--- config.mk ---
export PLATFORM = sky130hd
export DESIGN_NAME = btn_led_arbiter
export DESIGN_NICKNAME = d
export VERILOG_FILES = /design/src/rtl/btn_led_pkg.sv /design/src/rtl/btn_debounce.sv /design/src/rtl/btn_led_arbiter.sv
export SDC_FILE = /design/constraint.sdc
export NUM_CORES = 1
export LEC_CHECK = 0
export CORE_MARGIN = 3
export CORE_UTILIZATION = 40
export CTS_BUF_LIST = sky130_fd_sc_hd__clkbuf_4 sky130_fd_sc_hd__clkbuf_8
export DETAILED_ROUTE_END_ITERATION = 8
export PLACE_DENSITY_LB_ADDON = 0.08
export SLEW_MARGIN = 20
export SYNTH_ARGS = -nofsm -noshare
export SYNTH_HDL_FRONTEND = slang
export SYNTH_SLANG_ARGS = --single-unit
export TNS_END_PERCENT = 20
--- constraint.sdc ---
create_clock -name clk -period 2.1 [get_ports clk]
set_input_delay 0.63 -clock clk [delete_from_list [all_inputs] [get_ports clk]]
set_output_delay 0.63 -clock clk [all_outputs]
set_load 0.01 [all_outputs]
--- src/rtl/btn_led_pkg.sv ---
// Shared types and helpers for the button/LED arbiter: group sizing, FSM states,
// per-group masks and the round-robin pick.
package btn_led_pkg;

    localparam int unsigned N_GROUPS = 4;
    localparam int unsigned GROUP_W  = 4;
    localparam int unsigned LED_W    = N_GROUPS * GROUP_W;
    localparam int unsigned IDX_W    = $clog2(N_GROUPS);

    typedef enum logic [1:0] {IDLE, LOAD, HOLD} arb_state_t;
    typedef logic [N_GROUPS-1:0] grp_mask_t;
    typedef logic [IDX_W-1:0]    grp_idx_t;

    function automatic grp_mask_t onehot(input grp_idx_t idx);
        onehot = grp_mask_t'(1) << idx;
    endfunction

    // Nearest set bit at or after ptr, circularly; relies on N_GROUPS being a power of two for the wrap.
    function automatic grp_idx_t rr_pick(input grp_mask_t req, input grp_idx_t ptr);
        grp_idx_t idx;
        rr_pick = ptr;
        for (int k = N_GROUPS - 1; k >= 0; k--) begin
            idx = ptr + grp_idx_t'(k);
            if (req[idx]) rr_pick = idx;
        end
    endfunction

endpackage

--- src/rtl/btn_debounce.sv ---
// One button: 2-flop synchronizer, stability counter, debounced level and a
// single-cycle pulse on each debounced press (0->1).
module btn_debounce #(
    parameter int unsigned DEBOUNCE_CYCLES = 100000
) (
    input  logic clk,
    input  logic rst,
    input  logic raw,
    output logic press
);
    localparam int unsigned CNT_W = $clog2(DEBOUNCE_CYCLES);

    logic             meta;
    logic             synced;
    logic             level;
    logic [CNT_W-1:0] cnt;

    always_ff @(posedge clk) begin
        if (rst) begin
            meta   <= 1'b0;
            synced <= 1'b0;
            level  <= 1'b0;
            cnt    <= '0;
            press  <= 1'b0;
        end else begin
            meta   <= raw;
            synced <= meta;
            press  <= 1'b0;
            if (synced == level) begin
                cnt <= '0;
            end else if (cnt == CNT_W'(DEBOUNCE_CYCLES - 1)) begin
                // Input has disagreed for the full window: accept it.
                level <= synced;
                cnt   <= '0;
                press <= synced;
            end else begin
                cnt <= cnt + CNT_W'(1);
            end
        end
    end

endmodule

--- src/rtl/btn_led_arbiter.sv ---
// Board button/LED controller: debounced presses become sticky requests that a
// round-robin arbiter services one at a time, loading switch nibbles into LED groups.
module btn_led_arbiter
    import btn_led_pkg::*;
#(
    parameter int unsigned DEBOUNCE_CYCLES = 100000,
    parameter int unsigned HOLD_CYCLES     = 50000000
) (
    input  logic                clk,
    input  logic                rst,
    input  logic [N_GROUPS-1:0] btn,
    input  logic [LED_W-1:0]    sw,
    output logic [LED_W-1:0]    led,
    output grp_mask_t           grant,
    output logic                busy,
    output grp_mask_t           pending
);
    localparam int unsigned HOLD_W = $clog2(HOLD_CYCLES + 1);

    grp_mask_t         press;
    grp_mask_t         clr_mask;
    logic [LED_W-1:0]  sw_meta;
    logic [LED_W-1:0]  sw_sync;
    arb_state_t        state;
    grp_idx_t          sel;
    grp_idx_t          rr_ptr;
    grp_idx_t          winner;
    logic [HOLD_W-1:0] hold_cnt;

    for (genvar g = 0; g < N_GROUPS; g++) begin : g_btn
        btn_debounce #(
            .DEBOUNCE_CYCLES(DEBOUNCE_CYCLES)
        ) u_debounce (
            .clk  (clk),
            .rst  (rst),
            .raw  (btn[g]),
            .press(press[g])
        );
    end

    always_ff @(posedge clk) begin
        if (rst) begin
            sw_meta <= '0;
            sw_sync <= '0;
        end else begin
            sw_meta <= sw;
            sw_sync <= sw_meta;
        end
    end

    assign clr_mask = (state == LOAD) ? onehot(sel) : '0;
    assign winner   = rr_pick(pending, rr_ptr);

    // Set is applied after clear so a press landing on the servicing cycle is kept.
    always_ff @(posedge clk) begin
        if (rst) begin
            pending <= '0;
        end else begin
            pending <= (pending & ~clr_mask) | press;
        end
    end

    always_ff @(posedge clk) begin
        if (rst) begin
            state    <= IDLE;
            sel      <= '0;
            rr_ptr   <= '0;
            grant    <= '0;
            busy     <= 1'b0;
            hold_cnt <= '0;
            led      <= '0;
        end else begin
            case (state)
                IDLE: begin
                    if (pending != '0) begin
                        sel   <= winner;
                        grant <= onehot(winner);
                        busy  <= 1'b1;
                        state <= LOAD;
                    end
                end
                LOAD: begin
                    for (int g = 0; g < N_GROUPS; g++) begin
                        if (sel == grp_idx_t'(g)) begin
                            led[g*GROUP_W +: GROUP_W] <= sw_sync[g*GROUP_W +: GROUP_W];
                        end
                    end
                    rr_ptr   <= sel + grp_idx_t'(1);
                    grant    <= '0;
                    hold_cnt <= '0;
                    state    <= HOLD;
                end
                HOLD: begin
                    if (hold_cnt == HOLD_W'(HOLD_CYCLES - 1)) begin
                        busy  <= 1'b0;
                        state <= IDLE;
                    end else begin
                        hold_cnt <= hold_cnt + HOLD_W'(1);
                    end
                end
                default: begin
                    state <= IDLE;
                    grant <= '0;
                    busy  <= 1'b0;
                end
            endcase
        end
    end

endmodule

==> impl_metrics.env <==
export IMPL_clk_path_buf_depth=2
export IMPL_max_freq_mhz=492
export IMPL_setup_tns_final_ns=0
export IMPL_crit_path_start_kind="flip-flop"
export IMPL_cellLeakagePower_nw=2.86
export IMPL_power_mw=5.79
export IMPL_routed_wirelength_mm=13.7
export IMPL_reg2reg_slack_ns=0.13
export IMPL_drv_cap=0
export IMPL_dpl_instance_area_sq_um=7710
export IMPL_setup_viol=0
export IMPL_ys_seq_area_share_pct=50.3
export IMPL_synth_top_family_by_area="simple AND/OR/NAND/NOR gates"
export IMPL_cts_tree="done"
export IMPL_required_ns=1.47
export IMPL_period_share_pct=96.7
export IMPL_track_usage_pct=15.3
export IMPL_die_h_microns=137
export IMPL_synth_seq_cells=173
export IMPL_vias_per_cell=4.97
export IMPL_hold_class="flip-flop to flip-flop"
export IMPL_crit_path_end_kind="output pin"
export IMPL_synth_area_per_cell_sq_um=9.00
export IMPL_cts_root_buffer="clkbuf_8"
export IMPL_portBuffers=46
export IMPL_period_needed_ns=2.03
export IMPL_finalMaxSlewViolations=0
export IMPL_cts_buffers=17
export IMPL_synthAdderAreaFrac_pct=1.64
export IMPL_dr_total_vias=5258
export IMPL_drt_iter0_drc=214
export IMPL_final_seq_area_sq_um=3480
export IMPL_worstSkewPairLatency_ns=0.46
export IMPL_synthesis_nets=796
export IMPL_numClockSinks=173
export IMPL_synth_compound_area_share_pct=6.07
export IMPL_gp_congestion=0.811
export IMPL_hold_viol_final=0
export IMPL_row_count=47
export IMPL_fillers=1605
export IMPL_ir_worst_vdd_mv=0.498
export IMPL_htreeDepth=4
export IMPL_syn_inst=765
export IMPL_p_per_area_nw_per_um2=710
export IMPL_multi_input_area_sq_um=3260
export IMPL_grt_pass1_vias=4987
export IMPL_synth_edf_count=0
export IMPL_worst_setup_path_type="flip-flop to output pin"
export IMPL_finalNetCount=856
export IMPL_layout_commonest_cell="dfxtp_1"
export IMPL_slowest_stage="clkdlybuf4s50_1"
export IMPL_area_growth_pct=18.4
export IMPL_antenna_found_initial=0
export IMPL_cp_buffers_inverters=1
export IMPL_crit_chain="clkdlybuf4s50_1"
export IMPL_firstDrtPassIters=4
export IMPL_path_clk_slew_ns=0.11
export IMPL_drive_gt1_share_pct=9.07
export IMPL_final_cell_mix="dfxtp_1, nor2_1, nand2_1"
export IMPL_synth_cell_types=41
export IMPL_critPathArrivalTime_ns=1.40
export IMPL_drc_errors=0
export IMPL_synthFlopType="dfxtp_1"
export IMPL_die_area_sq_um=18800
export IMPL_synth_mux_area_share_pct=1.02
export IMPL_overflow=0
export IMPL_whs_ns=0.441
export IMPL_synth_warnings=0
export IMPL_grt_pass1_wl_mm=23.1
export IMPL_synth_xor_area_share_pct=9.03
export IMPL_coreArea_sq_um=16700
export IMPL_fin_util_pct=48.8
export IMPL_grt_max_degree=24
export IMPL_initial_core_util_pct=41.2
export IMPL_finalClockSkew_ns=0.0147
export IMPL_status="finished, final reports clean"
export IMPL_synth_async_reset_ratio_pct=0
export IMPL_worst_slew_pin_slew_ns=0.559
export IMPL_rsz0062_at_grt="no"
export IMPL_avgRoutedWirePerCell_microns=12.9
export IMPL_slew_headroom_pct=62.4
export IMPL_die_x_microns=137
export IMPL_cp_max_fo=6
export IMPL_cp_top_family="buffers and inverters"
export IMPL_netlist_area_sq_um=6890
export IMPL_ioPinCount=47
export IMPL_cpPeakStageDelay_ns=0.56
export IMPL_yosys_area_share_simple_pct=29.2
export IMPL_post_cts_buffers=0
export IMPL_hpwl_mm=9.63
export IMPL_antenna_cells=0
export IMPL_finalInstanceArea_sq_um=8150
export IMPL_drtAntennaViolNets=0
export IMPL_postCtsHoldBufs=0
## worst paths after layout
| kind | depth (start not counted) | end | start |
|---|---|---|---|
| min reg2reg | 1 | sw_sync[10] | sw_meta[10] |
| max | 1 | pending[1] | pending[1] |
| min | 1 | sw_sync[10] | sw_meta[10] |
| max reg2reg | 6 | g_btn[3].u_debounce.cnt[12] | g_btn[3].u_debounce.cnt[14] |
## layout make-up
| type | instances | area share, % |
|---|---|---|
| inverters | 15 | 0.691 |
| clock inverters | 15 | 1.95 |
| flip-flops and latches | 173 | 42.7 |
| multi-input cells | 546 | 40.0 |
| well taps | 220 | 3.38 |
| repair buffers | 72 | 8.44 |
| clock buffers | 17 | 2.87 |
## synthesized netlist by cell type (all sizes together), types with 3 or more instances
| cell type | n | area share [%] |
|---|---|---|
| a21oi | 41 | 3.0 |
| and3 | 21 | 1.9 |
| and4 | 13 | 1.7 |
| buf | 7 | 0.58 |
| clkbuf | 24 | 1.3 |
| dfxtp | 173 | 50 |
| ha | 9 | 1.6 |
| inv | 15 | 0.82 |
| mux2i | 7 | 1.0 |
| nand2 | 61 | 3.3 |
| nand3 | 54 | 4.1 |
| nand3b | 3 | 0.33 |
| nand4 | 18 | 1.6 |
| nor2 | 111 | 6.1 |
| nor2b | 48 | 4.4 |
| nor3 | 8 | 0.58 |
| nor4 | 10 | 0.91 |
| nor4b | 7 | 0.89 |
| nor4bb | 3 | 0.44 |
| o21ai | 14 | 1.0 |
| o31ai | 9 | 1.1 |
| or2 | 4 | 0.36 |
| or3 | 13 | 1.2 |
| or4 | 8 | 0.87 |
| xnor2 | 38 | 4.8 |
| xor2 | 33 | 4.2 |
## report_power, final
part           total (mW)  internal, mW  switching [mW]
registers            3.33          3.31          0.0137
logic               0.144        0.0799          0.0639
clock network        2.32         0.909            1.41
## cell families after synthesis
logic type                 Yosys count
adders and majority gates            9
buffers and inverters               46
muxes                                7
DFF                                173
and+or+nand+nor                    387
xor gates and xnor gates            71
AOI/OAI and AO/OA                   72
## per-layer routing
| layer | share of wire [%] | track usage (%) |
|---|---|---|
| met1 | 49 | 20.5 |
| met2 | 46 | 24.1 |
| met3 | 3.6 | 3.98 |
| met4 | 1.1 | 4.99 |
| met5 | 0 | 0 |
## stage by stage
step	instances	setup slack, ns
2_1_floorplan	765	0.215
3_3_place_gp	1026	0.109
3_5_place_dp	1026	0.0402
4_1_cts	1058	0.000187
5_1_grt	1058	0.00272
6_report	1058	0.0683
## timing repair
item,CTS,global route
pin swaps,0,0
gates resized for setup,7,9
setup endpoints to repair,4,35
## flip-flops by register name (all words and copies together) (netlist names)
signal / count
led: 16
state: 2
pending: 4
g_btn.u_debounce.synced: 4
g_btn.u_debounce.press: 4
g_btn.u_debounce.meta: 4
hold_cnt: 26
grant: 4
busy: 1
sel: 2
g_btn.u_debounce.level: 4
g_btn.u_debounce.cnt: 68
rr_ptr: 2
sw_sync: 16
sw_meta: 16
## worst register-to-register path, stage by stage, from the launching register on
cell     delay, ns
dfxtp_1       0.35
or4b_1        0.53
nor4b_1       0.40
and3_1        0.24
or3_1         0.15
buf_12        0.15
nor2_1        0.05
No activity file was read; power rests on OpenSTA's default activity.
